--- config.mk ---
export PLATFORM = sky130hd
export DESIGN_NAME = trigger_holdoff_ctrl
export DESIGN_NICKNAME = d
export VERILOG_FILES = /design/src/rtl/trigger_holdoff_ctrl_pkg.sv /design/src/rtl/trigger_holdoff_ctrl_match.sv /design/src/rtl/trigger_holdoff_ctrl.sv
export SDC_FILE = /design/constraint.sdc
export NUM_CORES = 1
export LEC_CHECK = 0
export ABC_CLOCK_PERIOD_IN_PS = 4100
export BUFFER_PORTS_ARGS = -buffer_cell sky130_fd_sc_hd__buf_2
export CORE_MARGIN = 3
export CORE_UTILIZATION = 55
export DETAILED_ROUTE_END_ITERATION = 12
export HOLD_SLACK_MARGIN = 0.08
export PLACE_DENSITY_LB_ADDON = 0.12
export SLEW_MARGIN = 10
export SYNTH_ARGS = -nofsm -noshare
export SYNTH_HDL_FRONTEND = slang
export SYNTH_SLANG_ARGS = --single-unit
--- constraint.sdc ---
create_clock -name clk -period 4.1 [get_ports clk]
set_clock_uncertainty 0.1 [all_clocks]
set_input_delay 0.41 -clock clk [delete_from_list [all_inputs] [get_ports clk]]
set_output_delay 0.41 -clock clk [all_outputs]
set_load 0.02 [all_outputs]
--- src/rtl/trigger_holdoff_ctrl_pkg.sv ---
`default_nettype none
// ============================================================================
// Module  : trigger_holdoff_ctrl_pkg
// Brief   : Shared widths and FSM state encoding for the trigger/holdoff block
// Revision: 1.0
// ============================================================================
package trigger_holdoff_ctrl_pkg;

    localparam int TRIG_NUM_CH       = 8;
    localparam int TRIG_HOLDOFF_BITS = 16;

    typedef enum logic [1:0] {
        TS_IDLE    = 2'd0,
        TS_ARMED   = 2'd1,
        TS_HOLDOFF = 2'd2,
        TS_STOPPED = 2'd3
    } trig_state_t;

endpackage
`default_nettype wire

--- src/rtl/trigger_holdoff_ctrl_match.sv ---
`default_nettype none
// ============================================================================
// Module  : trigger_match
// Brief   : Per-channel masked level/edge compare with one cycle of probe history
// Revision: 1.0
// ============================================================================
module trigger_match
    import trigger_holdoff_ctrl_pkg::*;
#(
    parameter int NUM_CH = TRIG_NUM_CH
) (
    input  logic              clk,
    input  logic              reset,
    input  logic [NUM_CH-1:0] i_data,
    input  logic [NUM_CH-1:0] i_mask,
    input  logic [NUM_CH-1:0] i_value,
    input  logic [NUM_CH-1:0] i_edge_en,
    output logic              match
);

    logic [NUM_CH-1:0] prev_data;
    logic              prev_valid;
    logic [NUM_CH-1:0] edge_hit;
    logic [NUM_CH-1:0] level_hit;
    logic [NUM_CH-1:0] hit;

    always_ff @(posedge clk) begin
        if (reset) begin
            prev_data  <= '0;
            prev_valid <= 1'b0;
        end else begin
            prev_data  <= i_data;
            prev_valid <= 1'b1;
        end
    end

    // Edge terms stay quiet until prev_data holds a real post-reset sample.
    assign edge_hit  = {NUM_CH{prev_valid}} &
                       (( i_value & ~prev_data &  i_data) |
                        (~i_value &  prev_data & ~i_data));
    assign level_hit = ~(i_data ^ i_value);
    assign hit       = (i_edge_en & edge_hit) | (~i_edge_en & level_hit);
    assign match     = &(~i_mask | hit);

endmodule
`default_nettype wire

--- src/rtl/trigger_holdoff_ctrl.sv ---
`default_nettype none
// ============================================================================
// Module  : trigger_holdoff_ctrl
// Brief   : Trigger qualification FSM with latched post-trigger holdoff counter
// Revision: 1.0
// ============================================================================
module trigger_holdoff_ctrl
    import trigger_holdoff_ctrl_pkg::*;
#(
    parameter int NUM_CH        = TRIG_NUM_CH,
    parameter int HOLDOFF_WIDTH = TRIG_HOLDOFF_BITS
) (
    input  logic                     clk,
    input  logic                     reset,
    input  logic                     primed,
    input  logic [NUM_CH-1:0]        i_data,
    input  logic [NUM_CH-1:0]        i_mask,
    input  logic [NUM_CH-1:0]        i_value,
    input  logic [NUM_CH-1:0]        i_edge_en,
    input  logic                     i_force,
    input  logic [HOLDOFF_WIDTH-1:0] i_holdoff,
    input  logic                     i_arm,
    output logic                     triggered,
    output logic                     stopped,
    output logic [1:0]               o_state,
    output logic [HOLDOFF_WIDTH-1:0] o_holdoff_cnt
);

    trig_state_t              state;
    logic [HOLDOFF_WIDTH-1:0] holdoff_lat;
    logic [HOLDOFF_WIDTH-1:0] cnt;
    logic                     match;
    logic                     fire;

    trigger_match #(
        .NUM_CH (NUM_CH)
    ) u_match (
        .clk       (clk),
        .reset     (reset),
        .i_data    (i_data),
        .i_mask    (i_mask),
        .i_value   (i_value),
        .i_edge_en (i_edge_en),
        .match     (match)
    );

    assign fire = match | i_force;

    // Counter stops at the latched value, so the all-ones holdoff never wraps.
    always_ff @(posedge clk) begin
        if (reset) begin
            state       <= TS_IDLE;
            triggered   <= 1'b0;
            stopped     <= 1'b0;
            cnt         <= '0;
            holdoff_lat <= '0;
        end else begin
            case (state)
                TS_IDLE: begin
                    if (primed) state <= TS_ARMED;
                end
                TS_ARMED: begin
                    if (!primed) begin
                        state <= TS_IDLE;
                    end else if (fire) begin
                        state       <= TS_HOLDOFF;
                        holdoff_lat <= i_holdoff;
                        cnt         <= '0;
                        triggered   <= 1'b1;
                    end
                end
                TS_HOLDOFF: begin
                    if (cnt == holdoff_lat) begin
                        state   <= TS_STOPPED;
                        stopped <= 1'b1;
                    end else begin
                        cnt <= cnt + HOLDOFF_WIDTH'(1);
                    end
                end
                TS_STOPPED: begin
                    if (i_arm) begin
                        state     <= TS_IDLE;
                        cnt       <= '0;
                        triggered <= 1'b0;
                        stopped   <= 1'b0;
                    end
                end
                default: state <= TS_IDLE;
            endcase
        end
    end

    assign o_state       = state;
    assign o_holdoff_cnt = cnt;

endmodule
`default_nettype wire

# Word-level counts from Yosys, hierarchy flattened
# Cells that the tools add are included.
# op_classes
n_addsub	1
n_mul	0
div_mod_pow	0
magnitude_cmp	0
n_eq_ne	11
shift	0
mux	18
n_bitwise	18
reduce_logical	10
# ops
op	count
2-to-1 mux 16 bit	4
AND 8 bit	7
NOT 8 bit	6
one-hot mux 16 bit (3 select lines)	1
bitwise OR 8 bit	3
adder 16 x 1 -> 16 bit (second input constant)	1
== test 16 bit	1
!= test 2 bit (second input constant)	6
2-to-1 mux 2 bit	5
one-hot mux 2 bit (4 select lines)	1
AND reduction 4 bit	2
AND reduction 8 bit	1
bitwise XOR 8 bit	1
AND reduction 3 bit	2
2-to-1 mux 1 bit	5
AND reduction 5 bit	1
== test 2 bit (second input constant)	2
one-hot mux 1 bit (2 select lines)	2
nonzero test 2 bit	2
!= test 3 bit (second input constant)	1
nonzero test 3 bit	1
== test 2 x 1 -> 1 bit (second input constant)	1
zero test 2 bit	1
bitwise OR 1 bit	1
# totals
reg_bits	45
latchBits	0
ramBits	0
rom_bits	0
in_bits	53
wordCells	65
n_memories	0

# Depth between registers and ports, before layout
# logic_depth
depth_word	13
depth_mapped	9
depth_no_buf	7

# Modules after synthesis
# From an unflattened synthesis, not the netlist that was laid out.
# unflattened
cells_unflattened	298
hier_area_um2	2492.4
# modules_own_cells
mod	instances	cells_per_inst	area_each_um2
trigger_holdoff_ctrl	1	235	1933.1
trigger_match	1	63	559.3

# Worst setup path after synthesis
# No wires, ideal clock.
# synth_timing
path_type	input-to-reg
startpoint	input i_value[2]
endpoint	register holdoff_lat[0]
t_arrival_ns	1.990
t_required_ns	3.872
path_slack_ns	1.882
stages	9
path_buffers	2
path_cell_list	or3b_1 a21oi_1 o22ai_1 nand4bb_2 a21oi_2 buf_6 buf_12 mux2i_1 nor2_1
# synth_between
elab_chain_len	11
# synth_rtl
element	line	source
from (decl)	trigger_holdoff_ctrl.sv:18	input logic [NUM_CH-1:0] i_value,
NOT 8 bit	trigger_holdoff_ctrl_match.sv:40	(~i_value & prev_data & ~i_data));
AND 8 bit (2 in a row)	trigger_holdoff_ctrl_match.sv:40	
bitwise OR 8 bit	trigger_holdoff_ctrl_match.sv:39	(( i_value & ~prev_data & i_data) |
AND 8 bit	trigger_holdoff_ctrl_match.sv:38	assign edge_hit = {NUM_CH{prev_valid}} &
AND 8 bit	trigger_holdoff_ctrl_match.sv:42	assign hit = (i_edge_en & edge_hit) | (~i_edge_en & level_hit);
bitwise OR 8 bit (*)	trigger_holdoff_ctrl_match.sv:42	
bitwise OR 8 bit (*)	trigger_holdoff_ctrl_match.sv:43	assign match = &(~i_mask | hit);
AND reduction 8 bit (*)	trigger_holdoff_ctrl_match.sv:43	
bitwise OR 1 bit (*)	trigger_holdoff_ctrl.sv:47	assign fire = match | i_force;
AND reduction 3 bit (no line) (*)	-	
to (signal assigned)	trigger_holdoff_ctrl.sv:67	holdoff_lat <= i_holdoff;
to (decl)	trigger_holdoff_ctrl.sv:30	logic [HOLDOFF_WIDTH-1:0] holdoff_lat;
# Mark *: on every way between the ends. The rest lies on a longest branch, timed or not.
# A chain may end at the register's enable or synchronous reset.

# Worst setup path in the final report
# layout_timing
startpoint	register cnt[14] (netlist: o_holdoff_cnt[14])
endpoint	register cnt[11] (netlist: o_holdoff_cnt[11])
# layout_between
elab_chain_len	3
# layout_rtl
element	line	source
from (decl)	trigger_holdoff_ctrl.sv:31	logic [HOLDOFF_WIDTH-1:0] cnt;
from (signal assigned)	trigger_holdoff_ctrl.sv:77	cnt <= cnt + HOLDOFF_WIDTH'(1);
== test 16 bit	trigger_holdoff_ctrl.sv:73	if (cnt == holdoff_lat) begin
!= test 2 bit (no line)	-	
AND reduction 5 bit (no line)	-	
# Every way passes these cells.

==> results.cfg <==
[logic_synthesis]
post_synth_inst_count = 272
yosysWarningCount = 0
postSynthNetCount = 326
netlist_area_um2 = 2450
synth.top_cells.by_area = sky130_fd_sc_hd__dfxtp_1, sky130_fd_sc_hd__mux2i_1, sky130_fd_sc_hd__xor2_1
synth.most_common_cell = sky130_fd_sc_hd__dfxtp_1
yosys-top-cells-count = sky130_fd_sc_hd__dfxtp_1, sky130_fd_sc_hd__nand2_1, sky130_fd_sc_hd__nor2_1, sky130_fd_sc_hd__mux2i_1, sky130_fd_sc_hd__xor2_1
synth.yosys.seq_area_share = 0.367
yosysTopAreaCellShare = 0.367
synth_flop_cell = sky130_fd_sc_hd__dfxtp_1
syn_area_per_cell_um2 = 9.02
synth_enable_flop_cells = 0
post-synth-top-area-cell = sky130_fd_sc_hd__dfxtp_1
ys_ff_latch = 45
synthDistinctLibCells = 52
synth-async-reset-ratio = 0

[drt]
ant_nets = 0
via_per_inst = 5.68
drt_pass1_iterations = 4
wl_per_cell_um = 14.7
detail_route.wirelength_mm = 5.72
vias_post_dr = 2216
detail_route.drc_violations = 0
detailedRoute.firstIterationViolations = 119

[clock_tree]
numCtsBuffers = 5
clk_pin_slew_ns = 0.09
htree_levels = 2
clock_tree.buffer_depth = 2
clock_latency_ns = 0.30
root_driver = sky130_fd_sc_hd__clkbuf_8
tritoncts = done
postCtsSetupBuffers = 0
post_cts.resized_instances = 0
numClockSinks = 45
holdBufCountCts = 0

[timing]
max_slew_margin = 0.428
fin_setup_tns_ns = 0
timing.final.hold_violations = 0
final-setup-viol-count = 0
finalWorstPathRequiredPeriod_ns = 2.56
tightest_slew_ns = 0.857
slew_violations = 0
timing.final.crit_share = 0.624
fmax_ghz = 0.391
rsz_0062_raised_after_global_routing = false

[final_layout]
final_net_count = 393
area_added_between_synthesis_and_finish_pct = 18.3
final_design_area_no_fill_um2 = 2900
num_antenna_cells = 0
fin_cells = 390
final.fill_count = 343
drive_gt1_frac = 0.279

[global_routing]
grtUsageTotal = 0.233
number_of_global_route_vias_before_repair = 2107
wire_length_of_the_first_global_routing_pass_mm = 9.68
grt-ovfl-total = 0
grt_antenna_before_repair = 0
maximum_number_of_pins_on_one_net_before_global_route_repair = 44

[critical_path]
worst_reg_to_reg_cells = 7
timing.critical_path.from_type = flop
worst_ep_arrival_ns = 2.61
worstPathRequired_ns = 4.15
path_max_fanout = 12
end_kind = flop
worst-setup-path-type = flop to flop

[placement]
place.gp.congestion = 0.792
dp_hpwl_mm = 4.10
dp.cells = 382
numPortBuffers = 72
placed_area_um2 = 2810

[die]
rows = 23
overall_die_area_um2 = 5300
dieWidth_um = 72.8
fp.coreArea_um2 = 4140
chipHeight_um = 72.8
num_io_pins = 73
initial_utilization = 0.592

[job]
max_cap_violations = 0

[min_path]
timing.hold.worst_path_depth = 3
hold_path_class = input pin to flop

[run_status]
outcome = finished clean

[pwr]
p_per_cell_area_nw_per_um2 = 300
leakagePower_uw = 0.00122
irDropWorstVdd_mv = 0.201
post-layout-total-power_uw = 870
[state kept, by name, indices dropped and copies added (netlist names), named ones only]
signal              cells
stopped                 1
u_match.prev_data       8
holdoff_lat            16
o_state                 1
o_holdoff_cnt          16
u_match.prev_valid      1
triggered               1
[cell usage in the layout (no fill, tap or decap), types with 7 or more instances in the layout]
master and n:
sky130_fd_sc_hd__inv_1 7, sky130_fd_sc_hd__nor2_1 27, sky130_fd_sc_hd__o21ai_0 8, sky130_fd_sc_hd__nor2b_1 10, sky130_fd_sc_hd__xnor2_1 7, sky130_fd_sc_hd__buf_2 72
sky130_fd_sc_hd__nand2_1 27, sky130_fd_sc_hd__a21oi_1 11, sky130_fd_sc_hd__dfxtp_1 45, sky130_fd_sc_hd__mux2i_1 16, sky130_fd_sc_hd__xor2_1 16, sky130_fd_sc_hd__nand3_1 10
[per-stage QoR]
step / hold slack [ns] / setup WS (ns) / utilization
after floorplan: 0.380 / 1.88 / -
after global placement: 0.382 / 1.49 / 0.677
after detailed placement: 0.387 / 1.45 / 0.677
after CTS: 0.236 / 1.55 / 0.700
after global routing: 0.242 / 1.33 / 0.700
final: 0.240 / 1.54 / 0.700
[power breakdown]
part | internal, µW | leakage [µW] | switching, µW
registers | 448 | 0.000366 | 9.57
logic | 55.4 | 0.000805 | 64.7
clock network | 137 | 0.0000512 | 155
total | 641 | 0.00122 | 230
[worst paths after layout]
check	start	endpoint	slack (ns)
worst min-delay path	i_holdoff[1]	holdoff_lat[1]	0.24
worst max register to register	o_holdoff_cnt[14]	o_holdoff_cnt[11]	1.54
worst max-delay path	o_holdoff_cnt[14]	o_holdoff_cnt[11]	1.54
worst min register to register	stopped	stopped	0.40
[area by class of cell]
| class | count | area [µm²] | share of cell area |
|---|---|---|---|
| clock buffer | 6 | 82.6 | 0.0285 |
| clock inverter | 2 | 13.8 | 0.00474 |
| inverter | 7 | 26.3 | 0.00906 |
| multi-input combinational | 206 | 1440 | 0.496 |
| sequential | 45 | 901 | 0.310 |
| tap | 50 | 62.6 | 0.0216 |
| timing repair buffer | 74 | 375 | 0.129 |
[critical path: stages (launching register included)]
cell	delay, ns
sky130_fd_sc_hd__dfxtp_1	0.49
sky130_fd_sc_hd__xor2_1	0.10
sky130_fd_sc_hd__nor4_1	0.47
sky130_fd_sc_hd__nand2_1	0.18
sky130_fd_sc_hd__nor4_4	0.40
sky130_fd_sc_hd__nor2_1	0.28
sky130_fd_sc_hd__a41oi_1	0.31
sky130_fd_sc_hd__a311oi_2	0.07
[layer usage]
| layer | global-route usage | wire length (µm) | part of all wire | up-vias |
|---|---|---|---|---|
| met1 | 0.290 | 2370 | 0.41 | 1014 |
| met2 | 0.392 | 2770 | 0.48 | 79 |
| met5 | 0 | 0 | 0 | - |
| met4 | 0.0922 | 117 | 0.020 | 0 |
| li1 | - | - | - | 1113 |
| met3 | 0.0523 | 463 | 0.081 | 10 |
[logic make-up after synthesis]
group,after synthesis,share of synthesized area
multiplexers,16,0.0653
flip-flops,45,0.367
AND/OR/NAND/NOR,106,0.237
AO/OA/AOI/OAI,60,0.198
buffers and inverters,21,0.0459
adder cells (fa/ha/maj),1,0.00510
XOR/XNOR,23,0.0821
Note: power is estimated with default switching activity, not from simulation.
